[src/rtl/gf180mcu_fd_sc_mcu9t5v0__rst_seq_pkg.sv]
// Shared types, default parameters and the lowest-set-bit helper for the reset-release sequencer.
// The helper returns an index, so callers can build a one-hot mask of their own width.
package gf180mcu_fd_sc_mcu9t5v0__rst_seq_pkg;

    typedef enum logic [1:0] {
        ST_IDLE    = 2'd0,
        ST_ASSERT  = 2'd1,
        ST_RELEASE = 2'd2
    } state_e;

    localparam int DEF_NBANK    = 4;
    localparam int DEF_HOLD_CYC = 4;
    localparam int DEF_GAP_CYC  = 2;
    localparam int DEF_CW       = 8;

    // Index of the lowest set bit of v; 0 when v is all zeros.
    function automatic logic [3:0] lowest_set(input logic [15:0] v);
        lowest_set = 4'd0;
        for (int i = 15; i >= 0; i--) begin
            if (v[i]) lowest_set = 4'(i);
        end
    endfunction

endpackage

[src/rtl/gf180mcu_fd_sc_mcu9t5v0__rst_seq_if.sv]
// Request/status bundle between block-level control (master) and the sequencer (slave).
// Port-level names follow the sequencer's pin names.
interface gf180mcu_fd_sc_mcu9t5v0__rst_seq_if
    import gf180mcu_fd_sc_mcu9t5v0__rst_seq_pkg::*;
#(
    parameter int NBANK = DEF_NBANK
);
    logic             REQ;
    logic [NBANK-1:0] BANK_MASK;
    logic [NBANK-1:0] RN_BANK;
    logic             BUSY;
    logic             ACK;
    logic             ERR;

    modport master (output REQ, BANK_MASK, input RN_BANK, BUSY, ACK, ERR);
    modport slave  (input REQ, BANK_MASK, output RN_BANK, BUSY, ACK, ERR);
endinterface

[src/rtl/gf180mcu_fd_sc_mcu9t5v0__rst_seq_cnt.sv]
// Loadable down-counter with zero flag, shared by the hold and gap phases.
// Load wins over decrement; decrement saturates at zero.
module gf180mcu_fd_sc_mcu9t5v0__rst_seq_cnt #(
    parameter int          CW      = 8,
    parameter logic [CW-1:0] RST_VAL = '0
) (
    input  logic          clk,
    input  logic          rn,
    input  logic          load,
    input  logic [CW-1:0] load_val,
    input  logic          dec,
    output logic          zero
);
    logic [CW-1:0] cnt_q;
    logic [CW-1:0] cnt_d;

    always_comb begin
        cnt_d = cnt_q;
        if (load) begin
            cnt_d = load_val;
        end else if (dec && (cnt_q != '0)) begin
            cnt_d = cnt_q - 1'b1;
        end
    end

    always_ff @(posedge clk) begin
        if (!rn) cnt_q <= RST_VAL;
        else     cnt_q <= cnt_d;
    end

    assign zero = (cnt_q == '0);
endmodule

[src/rtl/gf180mcu_fd_sc_mcu9t5v0__rst_seq.sv]
// Reset-release sequencer: holds masked banks low, then releases them one per gap in ascending order.
// Optional sticky ERR (REQ while BUSY) is built only when RST_SEQ_ERR_EN is defined.
module gf180mcu_fd_sc_mcu9t5v0__rst_seq
    import gf180mcu_fd_sc_mcu9t5v0__rst_seq_pkg::*;
#(
    parameter int NBANK    = DEF_NBANK,
    parameter int HOLD_CYC = DEF_HOLD_CYC,
    parameter int GAP_CYC  = DEF_GAP_CYC,
    parameter int CW       = DEF_CW
) (
    input logic CLK,
    input logic RN,
    gf180mcu_fd_sc_mcu9t5v0__rst_seq_if.slave bus
);
    localparam logic [CW-1:0] HOLD_LD = CW'(HOLD_CYC - 1);
    localparam logic [CW-1:0] GAP_LD  = CW'(GAP_CYC - 1);

    state_e           state_q, state_d;
    logic [NBANK-1:0] rn_bank_q, rn_bank_d;
    logic [NBANK-1:0] pend_q, pend_d;
    logic             busy_q, busy_d;
    logic             ack_q, ack_d;
    logic             por_q, por_d;

    logic             cnt_load;
    logic [CW-1:0]    cnt_load_val;
    logic             cnt_dec;
    logic             cnt_zero;

    logic [15:0]      pend_ext;
    logic [3:0]       low_idx;
    logic [NBANK-1:0] rel_oh;

    gf180mcu_fd_sc_mcu9t5v0__rst_seq_cnt #(
        .CW      (CW),
        .RST_VAL (HOLD_LD)
    ) u_cnt (
        .clk      (CLK),
        .rn       (RN),
        .load     (cnt_load),
        .load_val (cnt_load_val),
        .dec      (cnt_dec),
        .zero     (cnt_zero)
    );

    always_comb begin
        pend_ext = '0;
        pend_ext[NBANK-1:0] = pend_q;
    end

    assign low_idx = lowest_set(pend_ext);
    assign rel_oh  = NBANK'(1) << low_idx;

    always_ff @(posedge CLK) begin
        if (!RN) begin
            state_q   <= ST_ASSERT;
            rn_bank_q <= '0;
            pend_q    <= '1;
            busy_q    <= 1'b1;
            ack_q     <= 1'b0;
            por_q     <= 1'b1;
        end else begin
            state_q   <= state_d;
            rn_bank_q <= rn_bank_d;
            pend_q    <= pend_d;
            busy_q    <= busy_d;
            ack_q     <= ack_d;
            por_q     <= por_d;
        end
    end

    always_comb begin
        state_d = state_q;
        unique case (state_q)
            ST_IDLE:    if (bus.REQ && (bus.BANK_MASK != '0)) state_d = ST_ASSERT;
            ST_ASSERT:  if (cnt_zero) state_d = ST_RELEASE;
            ST_RELEASE: if (cnt_zero && (pend_q == '0)) state_d = ST_IDLE;
            default:    state_d = ST_IDLE;
        endcase
    end

    always_comb begin
        rn_bank_d    = rn_bank_q;
        pend_d       = pend_q;
        busy_d       = busy_q;
        ack_d        = 1'b0;
        por_d        = por_q;
        cnt_load     = 1'b0;
        cnt_load_val = '0;
        cnt_dec      = 1'b0;
        unique case (state_q)
            ST_IDLE: begin
                if (bus.REQ) begin
                    if (bus.BANK_MASK != '0) begin
                        pend_d       = bus.BANK_MASK;
                        rn_bank_d    = rn_bank_q & ~bus.BANK_MASK;
                        busy_d       = 1'b1;
                        cnt_load     = 1'b1;
                        cnt_load_val = HOLD_LD;
                    end else begin
                        ack_d = 1'b1;
                    end
                end
            end
            ST_ASSERT, ST_RELEASE: begin
                if (!cnt_zero) begin
                    cnt_dec = 1'b1;
                end else if (pend_q != '0) begin
                    // ASSERT always has a pending bank, so both states share this release path.
                    rn_bank_d    = rn_bank_q | rel_oh;
                    pend_d       = pend_q & ~rel_oh;
                    cnt_load     = 1'b1;
                    cnt_load_val = GAP_LD;
                end else begin
                    busy_d = 1'b0;
                    ack_d  = ~por_q;
                    por_d  = 1'b0;
                end
            end
            default: ;
        endcase
    end

    assign bus.RN_BANK = rn_bank_q;
    assign bus.BUSY    = busy_q;
    assign bus.ACK     = ack_q;

`ifdef RST_SEQ_ERR_EN
    logic err_q, err_d;

    always_comb begin
        err_d = err_q | (bus.REQ & busy_q);
    end

    always_ff @(posedge CLK) begin
        if (!RN) err_q <= 1'b0;
        else     err_q <= err_d;
    end

    assign bus.ERR = err_q;
`else
    assign bus.ERR = 1'b0;
`endif

endmodule
[src/flat_wrapper.sv]
// flat-port wrapper written by rule: the top's interface ports become plain ports
module gf180mcu_fd_sc_mcu9t5v0__rst_seq_flat import gf180mcu_fd_sc_mcu9t5v0__rst_seq_pkg::*;
#(
    parameter int NBANK    = DEF_NBANK,
    parameter int HOLD_CYC = DEF_HOLD_CYC,
    parameter int GAP_CYC  = DEF_GAP_CYC,
    parameter int CW       = DEF_CW
)
  (CLK, RN, bus_REQ, bus_BANK_MASK, bus_RN_BANK, bus_BUSY, bus_ACK, bus_ERR);
  gf180mcu_fd_sc_mcu9t5v0__rst_seq_if #(.NBANK(NBANK)) bus_i ();
  input logic CLK;
  input logic RN;
  input wire logic [$bits(bus_i.REQ)-1:0] bus_REQ;
  input wire logic [$bits(bus_i.BANK_MASK)-1:0] bus_BANK_MASK;
  output wire logic [$bits(bus_i.RN_BANK)-1:0] bus_RN_BANK;
  output wire logic [$bits(bus_i.BUSY)-1:0] bus_BUSY;
  output wire logic [$bits(bus_i.ACK)-1:0] bus_ACK;
  output wire logic [$bits(bus_i.ERR)-1:0] bus_ERR;
  assign bus_i.REQ = bus_REQ;
  assign bus_i.BANK_MASK = bus_BANK_MASK;
  assign bus_RN_BANK = bus_i.RN_BANK;
  assign bus_BUSY = bus_i.BUSY;
  assign bus_ACK = bus_i.ACK;
  assign bus_ERR = bus_i.ERR;
  gf180mcu_fd_sc_mcu9t5v0__rst_seq #(.NBANK(NBANK), .HOLD_CYC(HOLD_CYC), .GAP_CYC(GAP_CYC), .CW(CW)) u_core (.CLK(CLK), .RN(RN), .bus(bus_i));
endmodule
[config.mk]
export PLATFORM = sky130hd
export DESIGN_NAME = gf180mcu_fd_sc_mcu9t5v0__rst_seq_flat
export DESIGN_NICKNAME = d
export VERILOG_FILES = /design/src/rtl/gf180mcu_fd_sc_mcu9t5v0__rst_seq_pkg.sv /design/src/rtl/gf180mcu_fd_sc_mcu9t5v0__rst_seq_if.sv /design/src/rtl/gf180mcu_fd_sc_mcu9t5v0__rst_seq_cnt.sv /design/src/rtl/gf180mcu_fd_sc_mcu9t5v0__rst_seq.sv /design/src/flat_wrapper.sv
export SDC_FILE = /design/constraint.sdc
export NUM_CORES = 1
export LEC_CHECK = 0
export CORE_MARGIN = 2
export CORE_UTILIZATION = 45
export CTS_BUF_LIST = sky130_fd_sc_hd__clkbuf_16
export DETAILED_ROUTE_END_ITERATION = 12
export PLACE_DENSITY = 0.67
export SKIP_LAST_GASP = 1
export SLEW_MARGIN = 20
export SYNTH_ARGS = -nofsm -noshare
export SYNTH_HDL_FRONTEND = slang
export SYNTH_SLANG_ARGS = --single-unit
[constraint.sdc]
create_clock -name CLK -period 2.9 [get_ports CLK]
set_clock_uncertainty 0.15 [all_clocks]
set_input_delay 0.87 -clock CLK [delete_from_list [all_inputs] [get_ports CLK]]
set_output_delay 0.87 -clock CLK [all_outputs]
set_load 0.01 [all_outputs]
==> metrics.cfg <==
[power_and_ir_drop]
cellPowerDensity_mw_per_mm2=869.8
power_leakage_nw=0.5327
vdd_ir_drop_max_mv=0.4212

[sta]
fmax_mhz=395.8
finalSetupViolations=0
final_max_slew_viol_count=0
worstMarginPinSlew_ps=511.7
finalHoldViolCount=0
min_period_ps=2527
final.setup.tns_ps=0
slew_headroom_pct=65.62
min_period_over_period_pct=87.12
rsz0062_at_grt=no

[final_layout]
drive_gt1_share_pct=8.966
final_cell_count_no_fill=175
area_growth_syn_to_layout_pct=20.09
num_antenna_cells=0
final_nets=159

[grt]
grt_max_degree=13
globalRouteTotalUtil_pct=19.82
grt_pass1_vias=975
grt_pass1_wl_um=4243
grt-ovfl-total=0
antenna_found_initial=0

[worst_setup_path]
critical_path_class=in -> reg
end_kind=flip-flop
cp.arrival_ps=2530
slowest_delay_ps=460
cp.required_ps=2900
path_cells=clkdlybuf4s50_1 > nor4_2 > buf_4 > o31a_1 > o21ai_1 > nand2b_1
crit_path_max_fanout=6
cp_slowest_cell=clkdlybuf4s50_1
start_kind=input pin

[clock_network]
clockBufferDepth=2
cts-htree-levels=1
clock_latency_ps=250
holdBufCountCts=0
cts_buffers=3
clockRootBuffer=clkbuf_16
postCtsSetupBuffers=0
cts_resized=0
cts_tree=done
cts_sinks=21
clk_pin_slew_ps=60

[synthesis]
ys_types=45
synth_top_family_by_area=compound AO/OA/AOI/OAI gates
muxShareOfSynthArea_pct=1.728
ys_ff_latch=21
yosys-top-cells-count=dfxtp_1, nor2_1, inv_1
ys.warnings.count=0
synth_cells=132
syn_nets=145
synthAdderAreaFrac_pct=6.479
netlist_area_mm2=0.001159
ys_top_cells_by_area=dfxtp_1, ha_1, nor2_1
yosysMostFrequentCell=dfxtp_1
synth_xor_area_share_pct=3.780
yosys.area_share.simple_pct=22.46
ys.flop_type=dfxtp_1
ys_seq_area_share_pct=36.29
synth_edf_count=0
async_flop_share_pct=0
synth_area_leader_cell=dfxtp_1
postSynthAreaPerCell_um2=8.777
synth-compound-area-share_pct=23.65
yosysTopAreaCellShare_pct=36.29

[detailed_routing]
drt-initial-drc-count=15
drt-pass1-iter-count=4
vias_per_cell=5.926
drc_errors=0
post_drt_wl_per_cell_um=14.84
drt_wl_total_um=2597
ant_nets=0
num_vias=1037

[placement]
numPortBuffers=12
dp_hpwl_um=1948
dp_cells=171
place_congestion=0.8553

[floorplan]
io-pin-count=14
die-area_mm2=0.002996
start_util_pct=47.20
die_h_um=54.74
die_w_um=54.74
core-area_mm2=0.002455
std_cell_rows=18

[run]
max_cap_violations=0

[hold_path]
hp-class=reg -> reg

[status]
status=complete, no violations

## layer usage
metal	part of all wire [%]	wire length [um]	global-route usage (%)	vias up
met1	48	1242	25.37	488
li1	-	-	-	518
met3	3.1	81	1.913	5
met2	47	1226	33.33	26
met4	1.8	46	8.750	0
met5	0	0	0	-
## area by class of cell
type	instances	area, um2
Fill cell	241	1064
Multi-Input combinational cell	96	676.9
Sequential cell	21	420.4
Timing Repair Buffer	15	142.6
Clock buffer	3	75.07
Tap cell	30	37.54
Inverter	9	33.78
Clock inverter	1	5.005
## report_power, final
part | internal (mW) | total [mW] | switching (mW)
clock network | 0.185 | 0.289 | 0.104
logic | 0.207 | 0.507 | 0.300
registers | 0.345 | 0.414 | 0.0699
total | 0.736 | 1.21 | 0.474
## worst max-delay path: cells and delay by family
family	cells	cell delay [ps]
AND/OR/NAND/NOR	2	600
AO/OA/AOI/OAI	2	400
buffers and inverters	2	650
## state kept, by name, summed over array words and instances (netlist names)
| signal | count |
|---|---|
| u_core.bus.ACK | 1 |
| u_core.bus.BUSY | 1 |
| u_core.bus.RN_BANK | 4 |
| u_core.pend_q | 4 |
| u_core.por_q | 1 |
| u_core.state_q | 2 |
| u_core.u_cnt.cnt_q | 8 |
## kinds of logic after synthesis
kind of cell	Yosys count
buf+inv	15
other cells	1
fa+ha+maj	6
compound gates	35
simple gates	47
mux	2
xor+xnor	5
flops	21
## through the flow
stage / power (mW) / worst slack (ps) / utilization, % / instance area [um2] / hold slack [ps]
after floorplan: 0.8014 / 686.3 / - / 1159 / 272.4
after global placement: 0.9072 / 181.6 / 53.41 / 1311 / 283.3
after detailed placement: 0.9203 / 126.0 / 53.41 / 1311 / 290.1
after CTS: 1.211 / 375.0 / 56.68 / 1391 / 301.0
after global routing: 1.289 / 259.1 / 56.68 / 1391 / 323.0
final: 1.210 / 373.4 / 56.68 / 1391 / 293.7
## path summary, 6_finish.rpt
check / from / slack, ps / end / cells past startpoint
setup / recovery: bus_BANK_MASK[2] / 370 / u_core.u_cnt.cnt_q[0] / 6
hold / removal: u_core.por_q / 290 / u_core.por_q / 2
setup reg to reg: u_core.u_cnt.cnt_q[0] / 750 / u_core.pend_q[2] / 6
hold reg to reg: u_core.por_q / 290 / u_core.por_q / 2
## layout by cell type (no fill, tap or decap), drive strengths merged, types with 2 or more instances in the layout
| cell type | n |
|---|---|
| a211oi | 3 |
| a21oi | 2 |
| a221o | 2 |
| a31o | 2 |
| a31oi | 3 |
| a41oi | 3 |
| buf | 3 |
| clkbuf | 3 |
| clkdlybuf4s50 | 12 |
| dfxtp | 21 |
| ha | 6 |
| inv | 9 |
| mux2i | 2 |
| nand2 | 8 |
| nand3 | 3 |
| nand4 | 2 |
| nor2 | 13 |
| nor3 | 5 |
| nor3b | 2 |
| nor4 | 3 |
| o2111ai | 2 |
| o211ai | 5 |
| o21a | 2 |
| o21ai | 4 |
| o31a | 2 |
| or3 | 3 |
| or4 | 2 |
| xor2 | 4 |
No activity file was read; power rests on OpenSTA's default activity.
